File: src/rtl/i2s_apb_pkg.sv
// Shared APB types and register map for the transceiver register bus.
// Used by the command master, the register slave and benches.
package i2s_apb_pkg;

  typedef enum logic [1:0] {
    IDLE,
    SETUP,
    ACCESS
  } apb_state_e;

  localparam logic [31:0] REG_CTRL = 32'h0000_0000;
  localparam logic [31:0] REG_TX   = 32'h0000_0004;
  localparam logic [31:0] REG_RX   = 32'h0000_0008;

  typedef struct packed {
    logic        write;
    logic [31:0] addr;
    logic [31:0] wdata;
  } apb_cmd_t;

  typedef struct packed {
    logic [31:0] rdata;
    logic        err;
    logic        timeout;
  } apb_rsp_t;

endpackage

File: src/rtl/apb_cmd_master.sv
// APB3 initiator: one command in flight, response held until consumed.
// Zero-wait latency 3 cycles accept-to-response; wait-state timeout aborts a hung slave.
module apb_cmd_master
  import i2s_apb_pkg::*;
#(
  parameter int ADDR_W  = 32,
  parameter int DATA_W  = 32,
  parameter int TIMEOUT = 16
) (
  input  logic              pclk,
  input  logic              preset,
  input  logic              cmd_valid,
  output logic              cmd_ready,
  input  logic              cmd_write,
  input  logic [ADDR_W-1:0] cmd_addr,
  input  logic [DATA_W-1:0] cmd_wdata,
  output logic              rsp_valid,
  input  logic              rsp_ready,
  output logic [DATA_W-1:0] rsp_rdata,
  output logic              rsp_err,
  output logic              rsp_timeout,
  output logic              psel,
  output logic              penable,
  output logic              pwrite,
  output logic [ADDR_W-1:0] paddr,
  output logic [DATA_W-1:0] pwdata,
  input  logic [DATA_W-1:0] prdata,
  input  logic              pready,
  input  logic              pslverr
);

  localparam int CNT_W = (TIMEOUT == 0) ? 1 : $clog2(TIMEOUT + 1);
  localparam int unsigned TO_LAST_I = (TIMEOUT == 0) ? 0 : TIMEOUT - 1;
  localparam logic [CNT_W-1:0] TO_LAST = CNT_W'(TO_LAST_I);

  apb_state_e       r_state;
  logic [CNT_W-1:0] r_wait_cnt;
  logic             w_timeout_hit;

  assign cmd_ready     = (r_state == IDLE) && !rsp_valid;
  assign w_timeout_hit = (TIMEOUT != 0) && (r_wait_cnt == TO_LAST);

  always_ff @(posedge pclk or negedge preset) begin
    if (!preset) begin
      r_state     <= IDLE;
      r_wait_cnt  <= '0;
      psel        <= 1'b0;
      penable     <= 1'b0;
      pwrite      <= 1'b0;
      paddr       <= '0;
      pwdata      <= '0;
      rsp_valid   <= 1'b0;
      rsp_rdata   <= '0;
      rsp_err     <= 1'b0;
      rsp_timeout <= 1'b0;
    end else begin
      // Payload is left as-is on handshake so the last response stays readable.
      if (rsp_valid && rsp_ready) begin
        rsp_valid <= 1'b0;
      end

      case (r_state)
        IDLE: begin
          if (cmd_valid && cmd_ready) begin
            pwrite  <= cmd_write;
            paddr   <= cmd_addr;
            pwdata  <= cmd_wdata;
            psel    <= 1'b1;
            penable <= 1'b0;
            r_state <= SETUP;
          end
        end

        SETUP: begin
          penable    <= 1'b1;
          r_wait_cnt <= '0;
          r_state    <= ACCESS;
        end

        ACCESS: begin
          if (pready) begin
            psel        <= 1'b0;
            penable     <= 1'b0;
            r_state     <= IDLE;
            rsp_valid   <= 1'b1;
            rsp_rdata   <= pwrite ? '0 : prdata;
            rsp_err     <= pslverr;
            rsp_timeout <= 1'b0;
          end else if (w_timeout_hit) begin
            psel        <= 1'b0;
            penable     <= 1'b0;
            r_state     <= IDLE;
            rsp_valid   <= 1'b1;
            rsp_rdata   <= '0;
            rsp_err     <= 1'b1;
            rsp_timeout <= 1'b1;
          end else if (r_wait_cnt != {CNT_W{1'b1}}) begin
            r_wait_cnt <= r_wait_cnt + CNT_W'(1);
          end
        end

        default: begin
          psel    <= 1'b0;
          penable <= 1'b0;
          r_state <= IDLE;
        end
      endcase
    end
  end

endmodule

File: config.mk
export PLATFORM = sky130hd
export DESIGN_NAME = apb_cmd_master
export DESIGN_NICKNAME = d
export VERILOG_FILES = /design/src/rtl/i2s_apb_pkg.sv /design/src/rtl/apb_cmd_master.sv
export SDC_FILE = /design/constraint.sdc
export NUM_CORES = 1
export LEC_CHECK = 0
export ABC_CLOCK_PERIOD_IN_PS = 2700
export BUFFER_PORTS_ARGS = -buffer_cell sky130_fd_sc_hd__buf_2
export CAP_MARGIN = 20
export CORE_ASPECT_RATIO = 1.5
export CORE_MARGIN = 2
export CORE_UTILIZATION = 46
export CTS_CLUSTER_SIZE = 14
export DETAILED_ROUTE_END_ITERATION = 7
export PLACE_DENSITY = 0.77
export SYNTH_ARGS = -nofsm -noshare
export SYNTH_HDL_FRONTEND = slang
export SYNTH_SLANG_ARGS = --single-unit
File: constraint.sdc
create_clock -name pclk -period 2.7 [get_ports pclk]
set_input_delay 0.135 -clock pclk [delete_from_list [all_inputs] [get_ports pclk]]
set_output_delay 0.135 -clock pclk [all_outputs]
set_load 0.05 [all_outputs]
======== Yosys cells after proc, flatten, opt, wreduce, memory -nomap -nowiden ========
Index checks and enable logic that the tools add are counted.
storage, ports and cells
  input bits .............................. 103
  output and inout bits ................... 103
  logic and storage cells ................. 58
  bits in registers ....................... 109
cells by class
  $add $sub $neg .......................... 1
  bitwise logic cells ..................... 1
  reduce and logical (&&, ||, !) cells .... 12
  multiplexer cells ....................... 24
  eq/ne operators ......................... 9
operators with widths
  kind                                                                     count
  32-bit 2-to-1 mux                                                        3
  5-bit 2-to-1 mux                                                         3
  1-bit 2-to-1 mux                                                         11
  5-bit one-hot mux with 2 select lines                                    1
  2-bit 2-to-1 mux                                                         3
  2-bit inequality test, second input constant                             3
  1-bit one-hot mux with 3 select lines                                    2
  2-bit one-hot mux with 3 select lines                                    1
  2-bit AND reduction                                                      3
  5-bit by 1-bit adder with 5-bit output, second input constant            1
  5-bit by 4-bit equality test with 1-bit output, second input constant    1
  5-bit inequality test, second input constant                             1
  4-bit AND reduction                                                      1
  2-bit nonzero test                                                       2
  1-bit logical AND                                                        3
  3-bit inequality test, second input constant                             1
  3-bit AND reduction                                                      1
  2-bit by 1-bit equality test with 1-bit output, second input constant    1
  2-bit equality test, second input constant                               1
  2-bit zero test                                                          1
  2-bit by 1-bit inequality test with 1-bit output, second input constant  1
  1-bit zero test                                                          1
  1-bit NOT                                                                1

======== Depth between registers and ports, before layout ========
Gate-level depths: netlist of run 1.
  depth in word-level cells ............... 5
  mapped depth ............................ 7
  depth with buffers taken out ............ 6

======== Worst setup path after synthesis of run 1 ========
Ideal clock, no wire load.
  kind .................................... reg2reg
  start ................................... register r_wait_cnt[0]
  end ..................................... register r_wait_cnt[2]
  clock period less this slack ............ 2166 ps
  required time ........................... 2574 ps
  path buffers ............................ 1
  cell stages (with the launch flop) ...... 8
  arrival time ............................ 2039 ps
  setup slack ............................. 534 ps
  library setup time ...................... 126 ps
  path through ............................ dfrtp_1 -> ha_1 -> and3_1 -> ha_1 -> or4b_1 -> buf_2 -> o211a_1 -> a311o_1
between the ends
  longest elaborated chain between the ends .. 5
  elaborated cells on any way between the ends .. 10
  classes of those cells .................. add/sub (1); eq/ne (4); mux (4); reduce/logical (1)
RTL lines
  element                                 RTL line              source
  start, declared                         apb_cmd_master.sv:37  logic [CNT_W-1:0] r_wait_cnt;
  start signal, assigned                  apb_cmd_master.sv:98  r_wait_cnt <= r_wait_cnt + CNT_W'(1);
  5-bit by 1-bit adder with 5-bit output  apb_cmd_master.sv:98
  5-bit 2-to-1 mux                        apb_cmd_master.sv:97  end else if (r_wait_cnt != {CNT_W{1'b1}}) begin
  5-bit 2-to-1 mux                        apb_cmd_master.sv:89  end else if (w_timeout_hit) begin
  5-bit 2-to-1 mux                        apb_cmd_master.sv:81  if (pready) begin
  5-bit one-hot mux with 2 select lines   apb_cmd_master.sv:62  case (r_state)
Parallel ways exist; a longest one is shown, timed or not. The select of a mux whose other input is x is not followed.
A chain may end at the register's enable or synchronous reset.

======== Worst setup path in the final report of run 1 ========
Same ends and word-level chain as after synthesis.

==> flow_results.org, run 1 <==
** Logic synthesis
- Synthesis-stage register bit count :: 108
- Synth area leaders :: dfrtp_1 (64%), mux2_2 (15%), o21ai_0 (6.8%)
- Top FF cell, synth :: dfrtp_1
- Multiplexer cells account for 17.9% of the synthesized area.
- Of the total synthesized cell area, the portion taken by XOR and XNOR cells is 0.206%.
- Count of mapped cells out of synthesis :: 331
- Cell type with the highest aggregate area in the netlist :: dfrtp_1
- Largest family of logic cells by synthesized area :: multiplexers
- After Yosys synthesis, and, or, nand and nor cells account for 5.54% of the synthesized area.
- Post-synth EDFFs :: 0
- Area fraction in compound gates after synthesis :: 9.07%
- Post-Synthesis Cell Area :: 4250 um2
- Counting every net in the synthesized netlist gives 437.
- Yosys printed 0 warnings.
- Sequential area share after synthesis :: 63.6%
- Counting flops with an async set or reset pin after synthesis yields a share of 100%.
- A synthesized cell averages 12.8 um2.
- The netlist uses 30 different library cells.
- After Yosys synthesis, full adders, half adders and majority gates account for 0.884% of the synthesized area.
- The share of synthesized area in the top cell type comes to 63.6%.

** Detailed routing
- DRC errors left :: 0
- Post-DRT Antenna Nets :: 0
- Vias post-DR :: 3,295
- In the final routed layout, each cell accounts on average for 16.3 um.
- The first detailed-routing pass ran for 4 iterations.
- The first routing iteration left 179 violations.
- DR vias/cell :: 5.07
- Wirelength, routed :: 10.6 mm

** Timing
- Setup violations remaining at the end of the flow were counted as 0.
- Normalized max-slew margin :: 53.1%
- Setup repair after global routing missed its margin :: no
- Final count of pins violating max slew :: 0
- Peak clock frequency supported by timing :: 427 MHz
- Final Critical Period :: 2340 ps
- At the pin with the least slew margin, the transition time is 704 ps.
- Final TNS setup :: 0 ps
- Final Hold Violating Endpoints :: 0
- Final worst path period share :: 86.7%
- Clk_skew :: 6.77 ps

** Finish
- The library cell used most frequently in the layout, excluding fill and tap cells, is buf_2.
- In the layout the commonest cells are buf_2 (204), dfrtp_1 (108), o21ai_0 (58).
- Counting the fill cells in the layout gives 711.
- From synthesis to final layout, the design area changed by 34.6%.
- Final Util :: 64.4%
- The net count of the finished layout is 641.
- Area of combinational cells with multiple inputs :: 1450 um2
- The number of antenna diodes in the final layout is 0.
- Area used by sequential logic in the layout :: 2700 um2
- Layout cells sized above 1 :: 53.1%

** Floorplanning
- During I/O placement, the number of pins put on the boundary was 206.
- The initial utilization of the core area, before any placement, comes to 47.8%.
- Floorplan die area :: 10,000 um2
- The die is 82.5 um wide.
- Core area :: 8880 um2
- The die is 122 um tall.
- Cell Rows :: 42

** Setup path
- Arrival time worst endpoint :: 2560 ps
- Crit path cell chain :: ha_1 > and3_1 > ha_1 > or4b_1 > o211a_1 > a311o_1
- On the critical path, the stage with the largest delay is an instance of or4b_1.
- The worst register-to-register path begins at r_wait_cnt[0].
- STA classifies the critical path endpoint as a flop.
- Critical path origin :: r_wait_cnt[0]
- Of all nets on the critical path, the largest fanout is 6.
- Grouping stages by cell kind, the critical path spends the most delay in simple AND/OR/NAND/NOR gates.
- Crit path launch type :: flop
- Buffering stage count on the worst path with inverters included :: 0
- In this design, the stage delay of the slowest critical-path cell is 610 ps.
- Critical Setup Path Class :: flop to flop
- For the worst setup path, the data required time is 2920 ps.
- Counting stages on the worst path, the most repeated cell is ha_1.

** Clock network
- For this design, the CTS-stage hold fixing added 2 buffers.
- Counting the buffers created by CTS gives 9.
- Counting along the longest clock path gives a buffer depth of 2.
- TritonCTS built the clock tree.
- Post-cts repair resize count :: 0
- At the later pin of the worst-skew pair, clock insertion delay measures 340 ps.
- Clock sink count :: 108
- Total setup buffers inserted after CTS :: 0
- Clock-pin slew was measured on the worst setup and hold paths at 70 ps.
- Root buffer cell :: clkbuf_16
- In this run the number of H-tree levels came out at 3.

** GRT
- The number of global-route vias before repair is 3,247.
- GRT Resource Usage Total :: 20.9%
- The initial antenna violation count was 0.
- Total grt overflow :: 0
- The first global-routing pass estimated 15.8 mm of wire.
- Entering global routing, the biggest net connects 56 pins.

** Job
- Max capacitance violation total :: 0

** Place
- Routability congestion estimate :: 0.804
- HPWL reported at the end of detailed placement :: 7.87 mm
- # port buffers :: 205

** Min path
- Hold_sp :: cmd_addr[5]
- Kind of path behind the tightest hold check :: input port to flop

** Status
- Result of the run :: completed
==> per-stage QoR <==
stage | instance area (um2) | instances | hold WS, ps | setup WS (ps)
2_1_floorplan | 4250 | 331 | -161 | 534
3_3_place_gp | 5390 | 631 | 223 | 442
5_1_grt | 5720 | 650 | 12.8 | 266
4_1_cts | 5700 | 649 | 4.20 | 372
6_report | 5720 | 650 | 15.6 | 359
3_5_place_dp | 5390 | 631 | 239 | 387
==> final cells by class <==
cell class | count | area share [%]
Sequential cell | 108 | 47.3
Timing Repair Buffer | 214 | 19.6
Tap cell | 110 | 2.41
Multi-Input combinational cell | 197 | 25.3
Inverter | 5 | 0.328
Clock inverter | 4 | 0.569
Clock buffer | 12 | 4.49
==> routing by layer <==
metal / part of all wire [%] / routed length, um / up-vias / track usage (%)
met5: 0 / 0 / - / 0
met4: 3.7 / 391 / 0 / 10.4
met3: 6.0 / 635 / 28 / 4.00
met2: 53 / 5660 / 120 / 36.2
met1: 37 / 3920 / 1588 / 24.0
li1: - / - / 1559 / -
==> cell usage after synthesis (3+ instances only) <==
cell type,number
a21oi_1,4
buf_2,5
buf_4,3
clkbuf_1,13
dfrtp_1,108
ha_1,3
inv_1,5
mux2_1,10
mux2_2,55
mux2i_1,3
nand2_1,36
o21ai_0,58
o21ai_1,8
==> flip-flops by register name (all words and copies together), names as in the netlist, 2 cells and up <==
signal / flops
paddr: 32
pwdata: 32
rsp_rdata: 32
r_wait_cnt: 5
r_state: 2
==> kinds of logic (layout without fill, tap and decap cells) <==
logic type	Yosys count	in the layout
muxes	68	68
xor gates and xnor gates	1	1
adders and majority gates	3	3
and+or+nand+nor	51	51
AOI/OAI and AO/OA	74	74
DFF	108	108
buffers and inverters	26	235
==> worst paths after layout <==
check                                 to  slack [ps]  depth (start not counted)
setup / recovery           r_wait_cnt[2]         360                          6
hold / removal                  paddr[5]          20                          2
setup reg to reg           r_wait_cnt[2]         360                          6
hold reg to reg                 paddr[5]         480                          1
max in group asynchronous     pwdata[25]        1570                          3
min in group asynchronous     pwdata[12]         390                          2
Power of run 1 is left out: the tool's default activity adds up to more than one toggle a clock period on the data nets, which glitch-free logic cannot reach.
==> inputs of run 2 (changes only) <==
- ABC_AREA: default -> 1
- SKIP_CTS_REPAIR_TIMING: default -> 1
==> run 2 against run 1 <==
Net effect: global-route usage decreased by 1.0 points; cell area increased by 1.1%; the run now ends with hold timing left; via count increased by 17%.
==> flow_results.org, run 2 <==
** Status
- Result of the run :: finished with violations
- Violated checks :: hold timing

** Setup path
- Critical Setup Path Class :: flop to flop
- Sort of element at the end of the critical path :: flop
- Origin of the critical flop-to-flop path :: r_wait_cnt[0]
- The critical-path maximum fanout is 24 (+18).
- The worst endpoint data arrival time was 2150 ps (-410 ps).
- STA classifies the critical path startpoint as a flop.
- Tracing the worst setup path back leads to its startpoint at r_wait_cnt[0].
- Worst R2R Path Depth :: 9 (+3)
- The worst path required time was 2970 ps (+50 ps).

** Detailed routing
- The average wire length per cell after detail routing came to 12.9 um (-21%).
- The number of vias in the routed layout was 3,857 (+17%).
- The average via count per standard cell was 4.77 (-5.8%).
- The total iterations of the first detailed-routing run was 4 (unchanged).
- The number of design-rule violations left by the first detailed-router iteration came to 182 (+1.7%).
- Post-DRT Antenna Nets :: 0 (unchanged)
- The number of remaining DRC errors was 0 (unchanged).
- Wirelength, routed :: 10.4 mm (-1.6%)

** Logic synthesis
- Summed over all instances, the cell type with the most area after synthesis is dfrtp_1.
- The portion of the post-synthesis area used by sequential elements was 62.7% (-0.96 points).
- The share of the synthesized area in the top cell type came to 62.7% (-0.96 points).
- Synth Net Count :: 587 (+34%)
- Synthesis-stage register bit count :: 108 (unchanged)
- The unique cell type count in the Yosys netlist came to 19 (-37%).
- Top-count cell post-synth :: nand2_1
- By count the netlist is led by nand2_1 (280), dfrtp_1 (108), nand3_1 (38), buf_2 (10), inv_1 (10).
- Synth async-reset ratio :: 100% (unchanged)
- Post-synth EDFFs :: 0 (unchanged)
- Top FF cell, synth :: dfrtp_1
- Synth area leaders :: dfrtp_1 (63%), nand2_1 (24%), nand3_1 (4.4%)
- Post-synthesis average cell area :: 8.96 um2 (-30%)
- The number of warnings issued by yosys came to 0 (unchanged).
- Count of mapped cells out of synthesis :: 481 (+45%)
- The netlist area before placement was 4310 um2 (+1.5%).

** Timing
- The headroom to the max-slew limit came to 53.8% (+0.75 points).
- Number of failing setup endpoints in the final timing report :: 0 (unchanged)
- Final count of pins violating max slew :: 0 (unchanged)
- The portion of the clock cycle consumed by the worst path in the final layout was 69.9% (-17 points).
- The worst clock skew on the final layout came to 5.10 ps (-1.67 ps).
- The transition time at the pin with the least slew margin was 693 ps (-11.3 ps).
- Final Critical Period :: 1890 ps (-455 ps)
- The worst-case hold slack is -7.47 ps (-23.1 ps).
- The count of final hold-check violations came to 16 (+16).
- Final TNS setup :: 0 ps (unchanged)
- Peak clock frequency supported by timing :: 530 MHz (+24%)
- Setup repair after global routing left no endpoint under its margin.

** Power and ir drop
- Sequential share of power :: 31.8%
- Pint :: 4.00 mW
- Switching component of the power :: 4.56 mW
- Per report_power, the clock group accounts for 14.4% of the total.
- Of the total power, the share spent switching nets is 53.2%.
- Power per cell area :: 1480 nW/um2
- Share of total power in combinational logic :: 53.8%
- IR analysis of the VDD net gives a maximum drop of 0.000843 V.
- P_leak :: 3.48 nW

** Floorplanning
- The height of the die is 123 um (+0.74%).
- Floorplan die area :: 10,200 um2 (+1.5%)
- Cell Rows :: 43 (+2.4%)
- Effective utilization at floorplan :: 46.9% (-0.95 points)
- Number of top-level pins :: 206 (unchanged)
- The horizontal extent of the die was 83.1 um (+0.73%).
- Core area :: 9200 um2 (+3.6%)

** Finish
- The fraction of final layout cells with drive strength greater than 1 was 33.0% (-20 points).
- The library cell used most frequently in the layout, excluding fill and tap cells, is nand2_1.
- The largest registers in the layout are paddr: 32 flops, pwdata: 32 flops, rsp_rdata: 32 flops.
- The count of nets after finishing is 799 (+25%).
- The antenna diode count came to 0 (unchanged).
- Area added between synthesis and finish :: 34.0%
- Most used cells in the layout excluding fill and tap cells :: nand2_1 (280), buf_2 (204), dfrtp_1 (108)

** Place
- The last weighted congestion value of the routability-driven placer is 0.775 (-3.6%).
- HPWL reported at the end of detailed placement :: 7.23 mm (-8.1%)
- The number of buffer cells added on primary ports was 205 (unchanged).

** GRT
- The overflow left after global routing was 0 (unchanged).
- GRT Resource Usage Total :: 19.9% (-1.0 points)
- Maximum number of pins on one net before global-route repair :: 67 (+20%)
- The wire length of the first global-routing pass came to 16.5 mm (+4.7%).
- The initial antenna violation count was 0 (unchanged).
- Number of global-route vias before repair :: 3,824 (+18%)

** Clock network
- Clock buffer depth :: 2 (unchanged)
- Root buffer cell :: clkbuf_16
- CTS tree :: done
- The depth of the CTS H-tree came to 3 (unchanged).
- The clock latency at the later pin of the worst-skew pair came to 330 ps (about the same).
- The clock sink total is 108 (unchanged).
- Clock-pin slew of the registers on the worst-case setup and hold paths :: 60 ps (about the same)
- Num CTS Buffers :: 9 (unchanged)

** Min path
- In this run the most critical hold path is launched from cmd_wdata[5].
- Kind of path behind the tightest hold check :: input port to flop
- The number of cells on the worst hold path was 3 (+1).

** Job
- Max capacitance violation total :: 0 (unchanged)
-- run 2: final cells by class --
| class | instances | area (um2) |
|---|---|---|
| Clock buffer | 12 | 236 |
| Clock inverter | 2 | 37.5 |
| Fill cell | 783 | 3420 |
| Inverter | 14 | 55.1 |
| Multi-Input combinational cell | 336 | 1380 |
| Sequential cell | 108 | 2700 |
| Tap cell | 112 | 140 |
| Timing Repair Buffer | 224 | 1230 |
-- run 2: path summary, 6_finish.rpt --
check                               endpoint  slack (ps)
worst max-delay path            rsp_rdata[7]         810
worst min-delay path               pwdata[5]          -7
worst max register to register  rsp_rdata[7]         810
worst min register to register    pwdata[27]         470
max in group asynchronous         pwdata[11]        1570
min in group asynchronous          paddr[23]         390
-- run 2: cell families (layout without fill, tap and decap cells) --
| group | count (synthesis) | in the layout | share of synthesized area (%) |
|---|---|---|---|
| and+or+nand+nor | 330 | 330 | 30.5 |
| DFF | 108 | 108 | 62.7 |
| buffers and inverters | 37 | 252 | 5.48 |
| adders and majority gates | 3 | 3 | 0.871 |
| xor gates and xnor gates | 1 | 1 | 0.203 |
| AOI/OAI and AO/OA | 2 | 2 | 0.232 |
-- run 2: metal layers --
metal | global-route usage (%) | wire, um | part of all wire [%] | vias to the layer above
met1 | 22.0 | 4050 | 39 | 1794
met2 | 35.6 | 5440 | 52 | 145
met3 | 3.97 | 591 | 5.7 | 27
met4 | 11.3 | 347 | 3.3 | 0
met5 | 0 | 0 | 0 | -
li1 | - | - | - | 1891
-- run 2: power groups by stage --
stage          clock network, mW  registers, mW  logic (mW)
4_1_cts                     1.27           2.72        4.62
6_report                    1.23           2.72        4.61
3_5_place_dp                   0           2.73        4.62
5_1_grt                     1.33           2.80        4.92
3_3_place_gp                   0           2.71        4.53
2_1_floorplan                  0           5.09        1.20
-- run 2: through the flow --
| stage | power, mW | util (%) | instances | setup slack [ps] | cell area [um2] |
|---|---|---|---|---|---|
| final | 8.56 | 62.8 | 808 | 814 | 5780 |
| after global routing | 9.05 | 62.8 | 808 | 696 | 5780 |
| after CTS | 8.61 | 61.3 | 794 | 811 | 5640 |
| after detailed placement | 7.34 | 58.3 | 780 | 824 | 5360 |
| after global placement | 7.25 | 58.3 | 780 | 925 | 5360 |
| after floorplan | 6.29 | - | 481 | 810 | 4310 |
-- run 2: critical path, stage by stage, from the launching register on --
cell,delay [ps]
dfrtp_1,420
ha_1,200
nand2_1,60
nor2_1,140
ha_1,180
nor2_2,60
nor2_4,260
buf_4,310
nand3_1,110
nand2_1,80
No activity file was read; power rests on OpenSTA's default activity.
